===== src/rtl/alu_result_stage.sv =====
// EX->MEM boundary register for the alu: decodes the instruction class at accept time and
// holds up to two results in a head/skid buffer so memory-stage backpressure never drops one.
module alu_result_stage #(
    parameter int DATA_W = 32,
    parameter int CNT_W  = 8
) (
    input  logic              clk,
    input  logic              rst_n,
    input  logic              in_valid,
    output logic              in_ready,
    input  logic [31:0]       i_datain,
    input  logic [DATA_W-1:0] alu_c,
    input  logic [2:0]        alu_flags,
    input  logic [DATA_W-1:0] gr2,
    input  logic              flush,
    output logic              out_valid,
    input  logic              out_ready,
    output logic [DATA_W-1:0] out_result,
    output logic [DATA_W-1:0] out_store_data,
    output logic [4:0]        out_rd,
    output logic              out_wr_en,
    output logic              out_mem_rd,
    output logic              out_mem_wr,
    output logic              out_br_taken,
    output logic              out_exc_ovf,
    output logic              out_illegal,
    output logic [CNT_W-1:0]  ovf_count
);

    typedef struct packed {
        logic [DATA_W-1:0] result;
        logic [DATA_W-1:0] store_data;
        logic [4:0]        rd;
        logic              wr_en;
        logic              mem_rd;
        logic              mem_wr;
        logic              br_taken;
        logic              exc_ovf;
        logic              illegal;
    } entry_t;

    // Classify one instruction; an empty slot is always all-zero so qualifiers read 0.
    function automatic entry_t decode_entry(
        input logic [5:0]        op,
        input logic [5:0]        funct,
        input logic [4:0]        rt,
        input logic [4:0]        rd,
        input logic              zero,
        input logic              ovf,
        input logic [DATA_W-1:0] c,
        input logic [DATA_W-1:0] sd
    );
        entry_t e;
        e            = '0;
        e.result     = c;
        e.store_data = sd;
        case (op)
            6'b000000: begin
                case (funct)
                    6'b000000, 6'b000010, 6'b000011, 6'b000100, 6'b000110, 6'b000111,
                    6'b100000, 6'b100001, 6'b100010, 6'b100011, 6'b100100, 6'b100101,
                    6'b100110, 6'b100111, 6'b101010, 6'b101011: begin
                        e.wr_en = 1'b1;
                        e.rd    = rd;
                    end
                    default: e.illegal = 1'b1;
                endcase
                e.exc_ovf = ovf & ((funct == 6'b100000) | (funct == 6'b100010));
            end
            6'b001000, 6'b001001, 6'b001010, 6'b001011, 6'b001100, 6'b001101, 6'b001110: begin
                e.wr_en   = 1'b1;
                e.rd      = rt;
                e.exc_ovf = ovf & (op == 6'b001000);
            end
            6'b100011: begin
                e.mem_rd = 1'b1;
                e.wr_en  = 1'b1;
                e.rd     = rt;
            end
            6'b101011: e.mem_wr   = 1'b1;
            6'b000100: e.br_taken = zero;
            6'b000101: e.br_taken = ~zero;
            default:   e.illegal  = 1'b1;
        endcase
        // A trapped result never commits, and r0 is never a write target.
        if (e.exc_ovf || (e.rd == 5'd0)) begin
            e.wr_en = 1'b0;
        end else begin
            e.wr_en = e.wr_en;
        end
        return e;
    endfunction

    entry_t             head_r, skid_r, head_n, skid_n, new_entry_s;
    logic               head_v_r, skid_v_r, head_v_n, skid_v_n;
    logic               in_ready_r;
    logic [CNT_W-1:0]   ovf_count_r, ovf_count_n;
    logic               accept_s, deliver_s;
    logic               unused_s;

    assign unused_s    = ^{i_datain[25:21], i_datain[10:6], alu_flags[0]};
    assign accept_s    = in_valid & in_ready_r;
    assign deliver_s   = head_v_r & out_ready;
    assign new_entry_s = decode_entry(i_datain[31:26], i_datain[5:0], i_datain[20:16],
                                      i_datain[15:11], alu_flags[2], alu_flags[1], alu_c, gr2);

    // Next-state of the two-entry buffer and the saturating trap counter.
    always_comb begin
        head_n      = head_r;
        skid_n      = skid_r;
        head_v_n    = head_v_r;
        skid_v_n    = skid_v_r;
        ovf_count_n = ovf_count_r;
        if (flush) begin
            head_n   = '0;
            skid_n   = '0;
            head_v_n = 1'b0;
            skid_v_n = 1'b0;
        end else if (deliver_s) begin
            if (skid_v_r) begin
                head_n = skid_r;
                if (accept_s) begin
                    skid_n = new_entry_s;
                end else begin
                    skid_n   = '0;
                    skid_v_n = 1'b0;
                end
            end else if (accept_s) begin
                head_n = new_entry_s;
            end else begin
                head_n   = '0;
                head_v_n = 1'b0;
            end
        end else if (accept_s) begin
            if (head_v_r) begin
                skid_n   = new_entry_s;
                skid_v_n = 1'b1;
            end else begin
                head_n   = new_entry_s;
                head_v_n = 1'b1;
            end
        end else begin
            head_n = head_r;
        end
        if (deliver_s && head_r.exc_ovf && (ovf_count_r != {CNT_W{1'b1}})) begin
            ovf_count_n = ovf_count_r + {{(CNT_W-1){1'b0}}, 1'b1};
        end else begin
            ovf_count_n = ovf_count_r;
        end
    end

    // State registers; in_ready is registered off the next occupancy.
    always_ff @(posedge clk or negedge rst_n) begin
        if (!rst_n) begin
            head_r      <= '0;
            skid_r      <= '0;
            head_v_r    <= 1'b0;
            skid_v_r    <= 1'b0;
            in_ready_r  <= 1'b1;
            ovf_count_r <= '0;
        end else begin
            head_r      <= head_n;
            skid_r      <= skid_n;
            head_v_r    <= head_v_n;
            skid_v_r    <= skid_v_n;
            in_ready_r  <= ~(head_v_n & skid_v_n);
            ovf_count_r <= ovf_count_n;
        end
    end

    assign in_ready       = in_ready_r;
    assign out_valid      = head_v_r;
    assign out_result     = head_r.result;
    assign out_store_data = head_r.store_data;
    assign out_rd         = head_r.rd;
    assign out_wr_en      = head_r.wr_en;
    assign out_mem_rd     = head_r.mem_rd;
    assign out_mem_wr     = head_r.mem_wr;
    assign out_br_taken   = head_r.br_taken;
    assign out_exc_ovf    = head_r.exc_ovf;
    assign out_illegal    = head_r.illegal;
    assign ovf_count      = ovf_count_r;

endmodule


===== config.mk =====
export PLATFORM = sky130hd
export DESIGN_NAME = alu_result_stage
export DESIGN_NICKNAME = d
export VERILOG_FILES = /design/src/rtl/alu_result_stage.sv
export SDC_FILE = /design/constraint.sdc
export NUM_CORES = 1
export LEC_CHECK = 0
export CORE_ASPECT_RATIO = 0.6
export CORE_UTILIZATION = 32
export CTS_BUF_LIST = sky130_fd_sc_hd__clkbuf_8
export DETAILED_ROUTE_END_ITERATION = 8
export PLACE_DENSITY = 0.63
export SLEW_MARGIN = 40
export SYNTH_ARGS = -nofsm -noshare
export SYNTH_HDL_FRONTEND = slang
export SYNTH_SLANG_ARGS = --single-unit

===== constraint.sdc =====
create_clock -name clk -period 2.5 [get_ports clk]
set_clock_uncertainty 0.15 [all_clocks]
set_input_delay 0.625 -clock clk [delete_from_list [all_inputs] [get_ports clk]]
set_output_delay 0.625 -clock clk [all_outputs]
set_load 0.01 [all_outputs]

# ---- After elaboration in Yosys (flattened, before gate mapping)
# Index checks and enable logic that the tools add are counted.
dict set report word_totals {
  register_bits 161
  in_bits 104
  output_inout_bits 85
  wordCells 105
}
dict set report classes {
  addsub 1
  n_eq_ne 29
  muxes 31
  bitwise_logic 8
  n_reduce_logical 14
}
# op n
set op_table {}
lappend op_table {{75-bit 2-to-1 mux} 11}
lappend op_table {{6-bit == test, second input constant} 12}
lappend op_table {{6-bit by 4-bit == test with 1-bit output, second input constant} 7}
lappend op_table {{6-bit by 3-bit == test with 1-bit output, second input constant} 5}
lappend op_table {{16-bit OR reduction} 1}
lappend op_table {{1-bit 2-to-1 mux} 15}
lappend op_table {{6-bit by 2-bit == test with 1-bit output, second input constant} 2}
lappend op_table {{6-bit logical NOT} 2}
lappend op_table {{6-bit case mux with 2 select lines} 1}
lappend op_table {{11-bit OR reduction} 1}
lappend op_table {{8-bit by 1-bit adder with 8-bit output, second input constant} 1}
lappend op_table {{8-bit != test, second input constant} 1}
lappend op_table {{8-bit OR reduction} 1}
lappend op_table {{7-bit OR reduction} 1}
lappend op_table {{6-bit 2-to-1 mux} 1}
lappend op_table {{1-bit case mux with 2 select lines} 3}
lappend op_table {{3-bit nonzero test} 2}
lappend op_table {{1-bit AND} 5}
lappend op_table {{5-bit logical NOT} 1}
lappend op_table {{3-bit by 2-bit != test with 1-bit output, second input constant} 1}
lappend op_table {{3-bit != test, second input constant} 1}
lappend op_table {{3-bit AND reduction} 1}
lappend op_table {{1-bit logical AND} 2}
lappend op_table {{1-bit NOT} 2}
lappend op_table {{3 further kinds} 3}

# ---- Longest topological paths before layout
dict set report logic_depth {
  depth_word 11
  ltp_mapped 8
  depth_no_buf 6
}

# ---- Worst setup path before layout
# OpenSTA, ideal clock, no wires.
dict set report synth_path {
  path_type {input -> register}
  from {input i_datain[27]}
  to {register skid_r[5] (netlist name)}
  setup_time_ps 92
  arrival_time_ps 1973
  t_required_ps 2258
  slack_ps 285
  stages 7
  n_path_buf 2
  path_cell_list {buf_2 > or4_4 > a211oi_2 > and2_1 > buf_6 > a22oi_4 > o31ai_2}
}
dict set report synth_via {
  elab_chain_cells 10
  elab_cells_between_ends 23
  classes_between {eq/ne (8); mux (9); bitwise (1); reduce/logical (5)}
}
# item line
set synth_lines {}
lappend synth_lines {{start, declared} 11} ;# input logic [31:0] i_datain,
lappend synth_lines {{6-bit by 4-bit == test with 1-bit output (tied with other cells)} {57, 73}}
lappend synth_lines {{8-bit OR reduction (no source line)} -}
lappend synth_lines {{6-bit case mux with 2 select lines} 57} ;# case (op)
lappend synth_lines {{5-bit logical NOT} 86} ;# if (e.exc_ovf || (e.rd == 5'd0)) begin
lappend synth_lines {{1-bit logical OR} 86}
lappend synth_lines {{1-bit 2-to-1 mux (*)} 86}
lappend synth_lines {{75-bit 2-to-1 mux (on tied branches)} {135, 122}}
lappend synth_lines {{75-bit 2-to-1 mux (on tied branches)} {134, 120}}
lappend synth_lines {{75-bit 2-to-1 mux (*)} 119} ;# end else if (deliver_s) begin
lappend synth_lines {{75-bit 2-to-1 mux (*)} 114} ;# if (flush) begin
lappend synth_lines {{end signal, assigned} 163} ;# skid_r <= skid_n;
lappend synth_lines {{end, declared} 94} ;# entry_t head_r, skid_r, head_n, skid_n, new_entry_s;
# Every way passes the cells marked *; elsewhere a longest branch is shown, timed or not. The select of a mux whose other input is x is not followed.
# A chain may end at the register's enable or synchronous reset.

# ---- Worst setup path in the final report
dict set report layout_path {
  from {register in_ready_r (netlist: in_ready)}
  to {output in_ready}
}
# item line
set layout_rtl {}
lappend layout_rtl {{start, declared} 96} ;# logic in_ready_r;
lappend layout_rtl {{start signal, assigned} 166} ;# in_ready_r <= ~(head_v_n & skid_v_n);
lappend layout_rtl {{end, declared} 10} ;# output logic in_ready,
# No word-level cell between the ends.

==> impl_metrics.env <==
export IMPL_htree_levels=4
export IMPL_path_max_fanout=2
export IMPL_cp_slowest_stage_delay_ns=0.55
export IMPL_final_max_slew_viol_count=0
export IMPL_cts_setup_buffers=0
export IMPL_worst_skew_pair_late_latency_ns=0.45
export IMPL_crit_family="buffers and inverters"
export IMPL_globalRoute_totalOverflow=0
export IMPL_tightestPinTransition_ns=0.4570
export IMPL_timing_hold_ws_ns=0.3359
export IMPL_worst_path_buf_inv=1
export IMPL_grt_antenna_before_repair=1
export IMPL_grt_usage_pct=18.44
export IMPL_i_o_pins=189
export IMPL_initialDrtViolationCount=423
export IMPL_drc=0
export IMPL_slew_headroom_pct=69.53
export IMPL_asyncSetResetFlopFracSynth_pct=100.0
export IMPL_irDropWorstVdd_mv=0.4079
export IMPL_synthesis_area_um2=6766
export IMPL_dp_hpwl_mm=12.54
export IMPL_yosysSeqAreaShare_pct=59.56
export IMPL_fp_dieH_um=114.6
export IMPL_timing_critical_path_arrival_ns=1.54
export IMPL_num_fill_cells=1892
export IMPL_final_nets=897
export IMPL_setup_crit_end_kind="primary output"
export IMPL_post_layout_nonfiller_instances=1078
export IMPL_wl_mm=19.37
export IMPL_grt_start_max_net_pins=48
export IMPL_cts_tree="yes"
export IMPL_antenna_cells=0
export IMPL_cellLeakagePower_nw=4.181
export IMPL_post_synth_num_cell_types=47
export IMPL_worst_endpoint_required_ns=1.73
export IMPL_finalHoldViolCount=0
export IMPL_place_port_buffers=177
export IMPL_max_clock_freq_ghz=0.4324
export IMPL_status="finished clean"
export IMPL_clock_path_buffers=2
export IMPL_clock_sink_total=161
export IMPL_post_route_period_util_pct=92.51
export IMPL_mostFrequentLayoutCells="sky130_fd_sc_hd__clkdlybuf4s50_1 (176), sky130_fd_sc_hd__dfrtp_1 (159), sky130_fd_sc_hd__nand2_1 (92)"
export IMPL_commonest_non_fill_non_tap_cell_in_the_layout="sky130_fd_sc_hd__clkdlybuf4s50_1"
export IMPL_start_kind="register"
export IMPL_postSynthRegisterBits=161
export IMPL_dp_worst_setup_slack_ns=-0.1879
export IMPL_critical_path_cell_chain="clkdlybuf4s50_1"
export IMPL_maxCapViolCount=0
export IMPL_synthesized_instance_count=618
export IMPL_min_period_ns=2.313
export IMPL_syn_area_per_cell_um2=10.95
export IMPL_rsz0062_at_grt="false"
export IMPL_yosys_warnings=0
export IMPL_die_width_um=189.7
export IMPL_pwr_density_nw_per_um2=605.1
export IMPL_via_density_per_instance=5.205
export IMPL_drive_above_1_share_pct=9.938
export IMPL_dpl_cell_count=1045
export IMPL_drt_wirelength_per_cell_um=17.96
export IMPL_ant_nets=0
export IMPL_clk_pin_slew_worst_paths_ns=0.09
export IMPL_criticalPathCategory="reg2out"
export IMPL_timing_hold_worst_class="reg2reg"
export IMPL_std_cell_rows=40
export IMPL_postSynthNetCount=723
export IMPL_setup_violations=0
export IMPL_drt_pass1_iterations=5
export IMPL_initial_utilization_pct=33.22
export IMPL_vias_in_the_first_global_route=5563
export IMPL_die_area_um2=21750
export IMPL_setup_slack_ns=0.1872
export IMPL_clk_root_buffer_cell="sky130_fd_sc_hd__clkbuf_8"
export IMPL_tritoncts_buffers=17
export IMPL_routed_via_count=5611
export IMPL_number_of_flops_mapped_to_enable_cells_by_yosys=0
export IMPL_ys_flop_type="sky130_fd_sc_hd__dfrtp_1"
export IMPL_critical_path_slowest_cell="sky130_fd_sc_hd__clkdlybuf4s50_1"
export IMPL_globalplace_congestion=0.8039
export IMPL_area_delta_synth_final_pct=41.01
export IMPL_core_area_um2=20370
export IMPL_grt_pass1_wl_mm=30.73
[registers in the layout (all words and copies together), names as in the netlist, 5 cells and up]
signal	count
out_result	32
ovf_count	8
out_rd	5
out_store_data	32
skid_r	75
[Yosys cell counts (2+ instances only)]
cell type,number,area [um^2]
sky130_fd_sc_hd__a31oi_1,3,18.77
sky130_fd_sc_hd__nand3_1,6,30.03
sky130_fd_sc_hd__a21oi_1,5,25.02
sky130_fd_sc_hd__o21ai_1,11,55.05
sky130_fd_sc_hd__clkbuf_1,38,142.6
sky130_fd_sc_hd__o21bai_1,4,30.03
sky130_fd_sc_hd__and3_1,3,18.77
sky130_fd_sc_hd__o21ai_0,70,350.3
sky130_fd_sc_hd__inv_1,5,18.77
sky130_fd_sc_hd__nor2_1,6,22.52
sky130_fd_sc_hd__o31ai_2,2,25.02
sky130_fd_sc_hd__dfrtp_1,160,4004
sky130_fd_sc_hd__buf_2,6,30.03
sky130_fd_sc_hd__xnor2_1,6,52.55
sky130_fd_sc_hd__nand2b_1,3,18.77
sky130_fd_sc_hd__buf_6,2,22.52
sky130_fd_sc_hd__nand2_1,92,345.3
sky130_fd_sc_hd__a22o_1,68,595.6
sky130_fd_sc_hd__or3_1,2,12.51
sky130_fd_sc_hd__nor2b_1,3,18.77
sky130_fd_sc_hd__a21o_1,2,15.01
sky130_fd_sc_hd__a22oi_1,80,600.6
sky130_fd_sc_hd__buf_1,9,33.78
sky130_fd_sc_hd__or2_2,2,12.51
sky130_fd_sc_hd__nor3_1,5,25.02
sky130_fd_sc_hd__xor2_1,3,26.28
sky130_fd_sc_hd__nor4_1,2,12.51
[layer usage]
metal | GRT usage [%] | wire length [um] | vias to the layer above
li1 | - | - | 2629
met1 | 26.83 | 9613 | 2777
met2 | 25.25 | 7954 | 192
met3 | 7.263 | 1650 | 11
met4 | 4.462 | 137 | 2
met5 | 0 | 11 | -
[report_power, final]
part           switching [W]  leakage [nW]  internal, W
Sequential         0.0000818          2.17      0.00273
Combinational       0.000422          1.80     0.000467
Clock               0.000999         0.205      0.00107
Total                0.00150          4.18      0.00427
[final timing paths]
kind                                                  to                       from  depth (start not counted)  slack, ns
min in group asynchronous         skid_r[64]$_DFFE_PN0P_                      rst_n                          2       0.54
max reg2reg                out_store_data[5]$_DFFE_PN0P_         in_ready$_DFF_PN1_                          5       0.58
max                                             in_ready         in_ready$_DFF_PN1_                          1       0.19
min reg2reg                    out_result[5]$_DFFE_PN0P_  out_result[5]$_DFFE_PN0P_                          2       0.34
min                            out_result[5]$_DFFE_PN0P_  out_result[5]$_DFFE_PN0P_                          2       0.34
max in group asynchronous       ovf_count[4]$_DFFE_PN0P_                      rst_n                          3       1.04
[stage by stage]
step	power (W)	util (%)	TNS, ns	cell area, um^2
detailed placement	0.003760	44.66	-2.108	9097
finish	0.005774	46.84	0	9542
global route	0.006048	46.84	0	9542
floorplan	0.003162	-	0	6766
global placement	0.003757	44.66	-1.986	9097
CTS	0.005858	46.84	0	9540
[final cells by class]
cell class	instances	area (um^2)	area share (%)
multi-input combinational	397	2519	26.40
sequential	161	4031	42.25
clock buffer	20	275.3	2.885
clock inverter	12	157.7	1.652
tap	273	341.6	3.580
inverter	5	18.77	0.1967
timing repair buffer	210	2198	23.04
[cell families (layout without fill, tap and decap cells)]
kind of cell,Yosys count,in the layout,synth area share [%]
DFF,161,161,59.56
adders and majority gates,1,1,0.1849
buffers and inverters,60,247,3.661
xor gates and xnor gates,9,9,1.165
AOI/OAI and AO/OA,256,256,26.96
and+or+nand+nor,131,131,8.469
[worst min-delay path, stage by stage (launching register included)]
cell                      delay, ns
sky130_fd_sc_hd__dfrtp_1       0.35
sky130_fd_sc_hd__nand2_1       0.04
sky130_fd_sc_hd__o21ai_0       0.06
[timing repair]
action | in CTS | in global routing
setup endpoints to repair | 0 | 1
gates resized for setup | 0 | 1
hold buffers | 1 | 0
hold endpoints to repair | 40 | 0
No activity file was read; power rests on OpenSTA's default activity.
